<file path="src/rtl/micro_sequencer_if.sv">
// Bus between the micro-sequencer and its control store / datapath: control-word
// fields and status in, micro-PC and register selects out.
interface micro_sequencer_if;
    logic [4:0]  NXTADD;
    logic        BR;
    logic        Z;
    logic        MEMREAD;
    logic        MEMWR;
    logic        MEMDONE;
    logic [15:0] IR;
    logic [4:0]  ROMADDR;
    logic [3:0]  WR;
    logic [3:0]  RR;
    logic        STALL;
    logic        HALTED;
    logic        MEMERR;

    modport slave (
        input  NXTADD, BR, Z, MEMREAD, MEMWR, MEMDONE, IR,
        output ROMADDR, WR, RR, STALL, HALTED, MEMERR
    );

    modport master (
        output NXTADD, BR, Z, MEMREAD, MEMWR, MEMDONE, IR,
        input  ROMADDR, WR, RR, STALL, HALTED, MEMERR
    );
endinterface

</file>
<file path="src/rtl/micro_sequencer.sv">
// Micro-PC sequencer: next-address selection, opcode dispatch, memory-wait stalling
// with timeout, and a terminal HALT state.
module micro_sequencer #(
    parameter logic [4:0] FETCH_ADDR  = 5'd0,
    parameter logic [4:0] DISP_BASE   = 5'd2,
    parameter logic [7:0] MEM_TIMEOUT = 8'd255
) (
    input  logic                  clk,
    input  logic                  rstn,
    micro_sequencer_if.slave      bus
);

    localparam logic [1:0] ST_RUN  = 2'd0;
    localparam logic [1:0] ST_WAIT = 2'd1;
    localparam logic [1:0] ST_HALT = 2'd2;

    logic [1:0] state_reg, state_next;
    logic [4:0] upc_reg, upc_next;
    logic [3:0] wr_reg, wr_next;
    logic [3:0] rr_reg, rr_next;
    logic [7:0] cnt_reg, cnt_next;
    logic       memerr_reg, memerr_next;

    logic [4:0] opcode;
    logic       access;
    logic       dispatch;
    logic       halt_op;
    logic       take_next;
    logic [4:0] next_addr;
    logic       unused_ir;

    assign opcode    = bus.IR[15:11];
    assign access    = bus.MEMREAD | bus.MEMWR;
    assign dispatch  = !bus.BR && (bus.NXTADD == 5'd31);
    assign halt_op   = (opcode == 5'b11111);
    assign unused_ir = ^bus.IR[10:8];

    // 5-bit arithmetic gives the mod-32 wrap for both increment and dispatch.
    always_comb begin
        next_addr = bus.NXTADD;
        if (bus.BR) begin
            next_addr = bus.Z ? bus.NXTADD : upc_reg + 5'd1;
        end else if (dispatch) begin
            next_addr = opcode + DISP_BASE;
        end
    end

    always_comb begin
        state_next  = state_reg;
        upc_next    = upc_reg;
        wr_next     = wr_reg;
        rr_next     = rr_reg;
        cnt_next    = cnt_reg;
        memerr_next = memerr_reg;
        take_next   = 1'b0;

        case (state_reg)
            ST_RUN: begin
                if (access && !bus.MEMDONE) begin
                    state_next = ST_WAIT;
                    cnt_next   = 8'd1;
                end else begin
                    take_next = 1'b1;
                end
            end
            ST_WAIT: begin
                // Completion takes priority over an expiring timeout.
                if (bus.MEMDONE) begin
                    cnt_next  = 8'd0;
                    take_next = 1'b1;
                end else if (cnt_reg == MEM_TIMEOUT) begin
                    state_next  = ST_RUN;
                    upc_next    = FETCH_ADDR;
                    memerr_next = 1'b1;
                    cnt_next    = 8'd0;
                end else begin
                    cnt_next = cnt_reg + 8'd1;
                end
            end
            ST_HALT: begin
                state_next = ST_HALT;
            end
            default: begin
                state_next = ST_RUN;
            end
        endcase

        if (take_next) begin
            if (dispatch && halt_op) begin
                state_next = ST_HALT;
            end else begin
                state_next = ST_RUN;
                upc_next   = next_addr;
                if (dispatch) begin
                    wr_next = bus.IR[7:4];
                    rr_next = bus.IR[3:0];
                end
            end
        end
    end

    always_ff @(posedge clk or negedge rstn) begin
        if (!rstn) begin
            state_reg  <= ST_RUN;
            upc_reg    <= FETCH_ADDR;
            wr_reg     <= 4'd0;
            rr_reg     <= 4'd0;
            cnt_reg    <= 8'd0;
            memerr_reg <= 1'b0;
        end else begin
            state_reg  <= state_next;
            upc_reg    <= upc_next;
            wr_reg     <= wr_next;
            rr_reg     <= rr_next;
            cnt_reg    <= cnt_next;
            memerr_reg <= memerr_next;
        end
    end

    assign bus.ROMADDR = upc_reg;
    assign bus.WR      = wr_reg;
    assign bus.RR      = rr_reg;
    assign bus.STALL   = (state_reg == ST_WAIT);
    assign bus.HALTED  = (state_reg == ST_HALT);
    assign bus.MEMERR  = memerr_reg;

endmodule

</file>
<file path="src/flat_wrapper.sv">
// flat-port wrapper written by rule: the top's interface ports become plain ports
module micro_sequencer_flat 
#(
    parameter logic [4:0] FETCH_ADDR  = 5'd0,
    parameter logic [4:0] DISP_BASE   = 5'd2,
    parameter logic [7:0] MEM_TIMEOUT = 8'd255
)
  (clk, rstn, bus_NXTADD, bus_BR, bus_Z, bus_MEMREAD, bus_MEMWR, bus_MEMDONE, bus_IR, bus_ROMADDR, bus_WR, bus_RR, bus_STALL, bus_HALTED, bus_MEMERR);
  micro_sequencer_if bus_i ();
  input  logic clk;
  input  logic rstn;
  input wire logic [$bits(bus_i.NXTADD)-1:0] bus_NXTADD;
  input wire logic [$bits(bus_i.BR)-1:0] bus_BR;
  input wire logic [$bits(bus_i.Z)-1:0] bus_Z;
  input wire logic [$bits(bus_i.MEMREAD)-1:0] bus_MEMREAD;
  input wire logic [$bits(bus_i.MEMWR)-1:0] bus_MEMWR;
  input wire logic [$bits(bus_i.MEMDONE)-1:0] bus_MEMDONE;
  input wire logic [$bits(bus_i.IR)-1:0] bus_IR;
  output wire logic [$bits(bus_i.ROMADDR)-1:0] bus_ROMADDR;
  output wire logic [$bits(bus_i.WR)-1:0] bus_WR;
  output wire logic [$bits(bus_i.RR)-1:0] bus_RR;
  output wire logic [$bits(bus_i.STALL)-1:0] bus_STALL;
  output wire logic [$bits(bus_i.HALTED)-1:0] bus_HALTED;
  output wire logic [$bits(bus_i.MEMERR)-1:0] bus_MEMERR;
  assign bus_i.NXTADD = bus_NXTADD;
  assign bus_i.BR = bus_BR;
  assign bus_i.Z = bus_Z;
  assign bus_i.MEMREAD = bus_MEMREAD;
  assign bus_i.MEMWR = bus_MEMWR;
  assign bus_i.MEMDONE = bus_MEMDONE;
  assign bus_i.IR = bus_IR;
  assign bus_ROMADDR = bus_i.ROMADDR;
  assign bus_WR = bus_i.WR;
  assign bus_RR = bus_i.RR;
  assign bus_STALL = bus_i.STALL;
  assign bus_HALTED = bus_i.HALTED;
  assign bus_MEMERR = bus_i.MEMERR;
  micro_sequencer #(.FETCH_ADDR(FETCH_ADDR), .DISP_BASE(DISP_BASE), .MEM_TIMEOUT(MEM_TIMEOUT)) u_core (.clk(clk), .rstn(rstn), .bus(bus_i));
endmodule
</file>
<file path="config.mk">
export PLATFORM = sky130hd
export DESIGN_NAME = micro_sequencer_flat
export DESIGN_NICKNAME = d
export VERILOG_FILES = /design/src/rtl/micro_sequencer_if.sv /design/src/rtl/micro_sequencer.sv /design/src/flat_wrapper.sv
export SDC_FILE = /design/constraint.sdc
export NUM_CORES = 1
export LEC_CHECK = 0
export CAP_MARGIN = 0
export CORE_AREA = 3 3 59 61
export CTS_CLUSTER_DIAMETER = 150
export DETAILED_ROUTE_END_ITERATION = 10
export DIE_AREA = 0 0 62 64
export GPL_ROUTABILITY_DRIVEN = 0
export MAX_ROUTING_LAYER = met4
export PLACE_DENSITY = 0.86
export SKIP_LAST_GASP = 1
export SLEW_MARGIN = 30
export SYNTH_ARGS = -nofsm -noshare
export SYNTH_HDL_FRONTEND = slang
export SYNTH_SLANG_ARGS = --single-unit
export TNS_END_PERCENT = 20
</file>
<file path="constraint.sdc">
create_clock -name clk -period 1.97 [get_ports clk]
set_input_delay 0.197 -clock clk [delete_from_list [all_inputs] [get_ports clk]]
set_output_delay 0.197 -clock clk [all_outputs]
set_load 0.02 [all_outputs]
</file>
# After elaboration in Yosys (flattened, before gate mapping)
# Index checks and enable logic that the tools add are counted.
# W data, S select, Z words.
[op_classes] n_addsub=3 n_eq_ne=9 muxes=21 bitwise_logic=3 reduce_logical=11
[ops] operator="$mux W5" count=8
[ops] operator="$mux W8" count=3
[ops] operator="$pmux W8 S2" count=1
[ops] operator="$eq A5 B5 Y1 const B" count=2
[ops] operator="$mux W2" count=5
[ops] operator="$reduce_and A3 Y1" count=3
[ops] operator="$add A8 B1 Y8 const B" count=1
[ops] operator="$eq A8 B8 Y1 const B" count=1
[ops] operator="$ne A3 B1 Y1 const B" count=2
[ops] operator="$pmux W2 S3" count=1
[ops] operator="$add A5 B1 Y5 const B" count=1
[ops] operator="$add A5 B2 Y5 const B" count=1
[ops] operator="$logic_and A1 B1 Y1" count=3
[ops] operator="$ne A3 B2 Y1 const B" count=1
[ops] operator="$eq A2 B1 Y1 const B" count=1
[ops] operator="$eq A2 B2 Y1 const B" count=1
[ops] operator="$logic_not A1 Y1" count=2
[ops] operator="$logic_not A2 Y1" count=1
[ops] operator="$mux W1" count=2
[ops] operator="$ne A2 B1 Y1 const B" count=1
[ops] operator="$not A1 Y1" count=2
[ops] operator="$pmux W1 S2" count=1
[ops] operator="$reduce_and A2 Y1" count=1
[ops] operator="$reduce_bool A2 Y1" count=1
[ops] operator="$or A1 B1 Y1" count=1
[word_totals] register_bits=24 in_bits=28 out_inout_bits=16 elab_cells=53

# Longest topological paths before layout
# Gate-level depths: netlist of the first run.
[logic_depth] ltp_word=6 ltp_mapped=6 ltp_nobuf=6

# Worst setup path after synthesis of the first run
# OpenSTA, ideal clock, no wires.
[synth_timing] path_kind="register -> register" startpoint="reg u_core.state_reg[0]" endpoint="reg u_core.rr_reg[1] (netlist: u_core.bus.RR[1])" setup_time_ps=125 arrival_ps=1456 t_required_ps=1845 slack_ps=389 path_stages_with_launch=7 n_path_buf=1 synth_period_minus_slack_ps=1581 path_cell_list="dfrtp_1 > nor3_1 > o21ai_1 > nand2b_1 > nor2b_2 > buf_6 > mux2_2"
[synth_via] elab_chain_cells=3 elab_cells_between_ends=4 cone_classes="eq/ne (1); mux (1); reduce/logical (2)"
[synth_lines] item="start: declaration" line_no="micro_sequencer.sv:17" source="logic [1:0] state_reg, state_next;"
[synth_lines] item="start signal: assignment" line_no="micro_sequencer.sv:111" source="state_reg <= state_next;"
[synth_lines] item="$eq A2 B1 Y1 or $logic_not A2 Y1 (tied branches)" line_no="micro_sequencer.sv:57" source="case (state_reg)"
[synth_lines] item="$pmux W1 S2 (*)" line_no="micro_sequencer.sv:57"
[synth_lines] item="$reduce_and A3 Y1 (no source line) (*)"
[synth_lines] item="end signal: assignment" line_no="micro_sequencer.sv:114" source="rr_reg <= rr_next;"
[synth_lines] item="end: declaration" line_no="micro_sequencer.sv:20" source="logic [3:0] rr_reg, rr_next;"
# Every way passes the cells marked *; elsewhere a longest branch is shown, timed or not.
# A chain may end at the register's enable or synchronous reset.

# Worst setup path after layout of the first run
[layout_timing] startpoint="reg u_core.state_reg[1]" endpoint="out bus_STALL"
[layout_via] elab_chain_cells=1
[layout_lines] item="$eq A2 B1 Y1" line_no="micro_sequencer.sv:123" source="assign bus.STALL = (state_reg == ST_WAIT);"
[layout_lines] item="end: declaration" line_no="flat_wrapper.sv:22" source="output wire logic [$bits(bus_i.STALL)-1:0] bus_STALL;"
# No other way between the ends.

==> results of run 1 <==
## logic make-up after synthesis
group,count (synthesis),synth area share (%)
DFF,24,44.40
xor gates and xnor gates,5,3.238
AOI/OAI and AO/OA,30,14.80
buffers and inverters,6,2.312
muxes,8,6.938
adders and majority gates,3,2.776
and+or+nand+nor,58,25.53
## power groups by stage
| stage | sequential (mW) | combinational [mW] | clock (mW) |
|---|---|---|---|
| floorplan | 0.635 | 0.115 | 0 |
| global placement | 0.589 | 0.339 | 0 |
| detailed placement | 0.593 | 0.350 | 0 |
| CTS | 0.584 | 0.351 | 0.375 |
| global route | 0.592 | 0.378 | 0.400 |
| finish | 0.583 | 0.350 | 0.367 |
## worst register-to-register path: cells and delay by family (launching register included)
family                 cells  cell delay [ns]
AOI/OAI and AO/OA          1             0.10
buffers and inverters      1             0.15
DFF                        1             0.47
muxes                      1             0.33
and+or+nand+nor            3             0.63
## area by class of cell
class | instances | area [sq um] | area share (%)
Inverter | 4 | 15.01 | 0.7802
Clock buffer | 3 | 22.52 | 1.170
Timing Repair Buffer | 49 | 480.5 | 24.97
Multi-Input combinational cell | 104 | 720.7 | 37.45
Tap cell | 44 | 55.05 | 2.861
Clock inverter | 1 | 30.03 | 1.560
Sequential cell | 24 | 600.6 | 31.21
## layout by cell type, fill, tap and decap left out, types with 2 or more instances in the layout
cell,n
and3_4,2
or3_1,3
nand2b_1,3
ha_1,3
and3_1,2
mux2_2,7
dfrtp_1,24
nand4_1,3
buf_4,8
and2b_4,2
nor2b_1,2
clkdlybuf4s50_1,40
nand3_1,11
a21oi_1,7
nor3_1,5
nor2_1,7
clkbuf_4,3
xor2_1,2
o21ai_0,10
inv_1,4
xnor2_1,3
nand2_1,9
## routing by layer
| layer | part of all wire, % | GRT usage [%] | up-vias |
|---|---|---|---|
| met5 | 0 | - | - |
| met4 | 1.1 | 4.244 | 0 |
| met3 | 5.1 | 5.253 | 6 |
| met2 | 54 | 31.48 | 43 |
| met1 | 40 | 21.92 | 602 |
| li1 | - | - | 602 |
## worst min path at each step
stage | start | to
global route | rstn | u_core.cnt_reg[4]
global placement | u_core.bus.MEMERR | u_core.bus.MEMERR
CTS | rstn | u_core.state_reg[1]
floorplan | rstn | u_core.bus.MEMERR
detailed placement | u_core.bus.MEMERR | u_core.bus.MEMERR
finish | rstn | u_core.state_reg[1]
## through the flow
step	util (%)	cell area [sq um]	hold WS (ns)
floorplan	-	1353	-0.09859
CTS	63.55	1924	0.1977
global placement	61.82	1872	0.4597
detailed placement	61.82	1872	0.4773
global route	63.55	1924	0.1938
finish	63.55	1924	0.1952
==> impl_summary.md, run 1 <==
Run status
The run finished with clean final reports.

Worst setup path
The maximum fanout along the worst path is 4. Walking the worst path, the cells encountered are and2b_4, clkdlybuf4s50_1. The critical register-to-register path endpoint is u_core.bus.RR[1]. The worst setup path is of the flip-flop to output port kind.

The worst reg2reg path depth is 6. STA puts the critical path data arrival time at 1.64 ns. The most critical setup path has its startpoint at u_core.state_reg[1]. The delay of the slowest cell on the worst path is 0.60 ns. The slowest stage cell on the critical path is clkdlybuf4s50_1. The kind of launch point of the worst setup path is a flip-flop.

The worst setup path is captured at an output port. The worst-case register-to-register setup slack is 0.19 ns. The data required time of the critical path is 1.77 ns. The startpoint identified for the worst register-to-register timing path is u_core.state_reg[0].

The number of buffers and inverters on the critical path is 1. The top cell family by delay on the critical path is buffers and inverters. The critical path runs through a total of 2 cells. The capturing instance or port of the critical path is bus_STALL.

Logic synthesis
The area share of the leading cell type in the synthesized netlist is 44.40%. Synthesis instantiated 44 different standard cells from the library. After synthesis, the cell types taking the most area are dfrtp_1 44%, mux2_2 5.8%, nand3_1 4.1%. A synthesized cell averages 10.09 sq um. By count the netlist is led by 24 x dfrtp_1, 11 x nand3_1, 10 x o21ai_0.

After synthesis the netlist holds a flip-flop and latch count of 24. Sequential elements use 44.40% of the synthesized area. In this run, synthesis inferred 0 flip-flops with an integrated enable. For this run, the leading register cell type out of synthesis is dfrtp_1. Among all cell types in the netlist, the one instantiated most often is dfrtp_1. The share of synthesized flip-flops with an asynchronous set or reset is 100.0%. After technology mapping, the gate count stands at 134.

The number of nets in the synthesized netlist is 165. The Yosys step of the flow raised 0 warnings. The netlist area before placement is 1353 sq um.

The cell taking the most area after synthesis is dfrtp_1.

Finish
For this run, the post-layout net count is 217. Of the cells placed in the final design, the portion with a size suffix greater than 1 is 17.30%. The area growth from synthesis to layout is 42.28%.

The number of fill cells is 256. The number of antenna diodes in the final layout is 0. The finished layout holds 229 standard cells, fillers aside. The number of flip-flops under the largest register name is 8.

Global routing
The total global routing overflow is 0. The total routing resource utilization after global routing is 18.81%. The via count of the first global-routing pass was 1289. The first global-routing pass estimated 5602 um of wire. The maximum number of pins on one net before global-route repair is 25.

The initial antenna violation count was 0.

Clock tree
TritonCTS built the clock tree. The maximum buffer depth of the clock tree is 2. Once the clock tree was built, the setup fixing pass inserted 0 buffers. The insertion delay to the later sink of the worst-skew pair is 0.33 ns. After clock tree synthesis, the clock-pin slew on the worst setup and hold paths is 0.14 ns.

In this run, post-CTS repair resized a total of 0 instances. Clock tree synthesis inserted a total of 3 buffers. The H-tree depth is 1.

Clock tree synthesis selected as its root buffer the cell clkbuf_4. The clock net in this run drives a total of 24 sinks. After clock tree synthesis, the flow added hold-fix buffers numbering 0.

Power and ir drop
The worst vdd rail ir drop is 522.7 uV. The power per unit of standard cell area is 675.3 nW/um^2. The switching share of power is 27.81%. The switching component of the power is 0.3614 mW.

Overall power consumption after layout is estimated at 1.300 mW. Sequential cells account for 44.8% of the total power. The static power due to leakage is 0.7981 nW. The share of total power dissipated in the clock network is 28.3%. The total internal power is 0.9382 mW. The logic gate share of total power is 26.9%.

Detailed routing
The count of nets left with antenna violations after detail routing is 0. The routed wire length is 3324 um. The detailed router placed 1253 vias in this run.

The routed wire length per instance is 14.52 um. After detailed routing, the number of vias per cell comes to 5.472. The DRC violation count after routing is 0. In this run, the number of DRC markers left after iteration 0 of detailed routing was 63. The first-pass detailed-route iteration total is 4.

Timing
Of the available clock period, the critical path in the final layout requires 93.13%. On the final layout, the worst clock skew is 0.008146 ns. Counting I/O delays and the setup requirement, the final critical path takes 1.835 ns. The timing-limited maximum frequency is 545.0 MHz. Setup violations remaining at the end of the flow were counted as 0. The headroom to the max-slew limit is 76.96%. The final count of pins violating max slew is 0. The transition time at the pin with the least slew margin is 0.3412 ns. The setup TNS is 0 ns. The number of hold violations in the final report came to 0. The worst setup slack after layout is 0.1353 ns. Setup repair after global routing left no endpoint under its margin.

Floorplanning
The core area is 3028 sq um. The initial utilization of the core area, before any placement, comes to 44.67%. 44 I/O pins were placed. In this run the vertical extent of the chip is 64 um. The die covers 3968 sq um.

The width of the die is 62 um. The number of rows in the core area is 20.

Placement
Counting tap cells, the placed design contains a total of 225 instances. The HPWL reported at the end of detailed placement is 2570 um. The count of buffers added on input and output ports is 40. The post-placement worst setup slack is -0.07604 ns.

Worst hold path
The class of the most critical hold timing path is input port to async pin.

Flow run
Max-cap violations in this run came to 0.
Power figures use the tool's default switching activity.
==> run 2, diff against run 1 <==
--- a/config.mk
+++ b/config.mk
@@ -5,7 +5,6 @@
 export SDC_FILE = /design/constraint.sdc
 export NUM_CORES = 1
 export LEC_CHECK = 0
-export CAP_MARGIN = 0
 export CORE_AREA = 3 3 59 61
 export CTS_CLUSTER_DIAMETER = 150
 export DETAILED_ROUTE_END_ITERATION = 10
==> results of run 2 <==
Final layout, timing and power as in run 1 (identical DEF).
==> run 3, diff against run 2 <==
--- a/config.mk
+++ b/config.mk
@@ -7,11 +7,13 @@
 export LEC_CHECK = 0
 export CORE_AREA = 3 3 59 61
 export CTS_CLUSTER_DIAMETER = 150
+export CTS_CLUSTER_SIZE = 10
 export DETAILED_ROUTE_END_ITERATION = 10
 export DIE_AREA = 0 0 62 64
 export GPL_ROUTABILITY_DRIVEN = 0
 export MAX_ROUTING_LAYER = met4
 export PLACE_DENSITY = 0.86
+export SKIP_CTS_REPAIR_TIMING = 1
 export SKIP_LAST_GASP = 1
 export SLEW_MARGIN = 30
 export SYNTH_ARGS = -nofsm -noshare
==> results of run 3 <==
Final layout, timing and power as in run 1 (identical DEF).
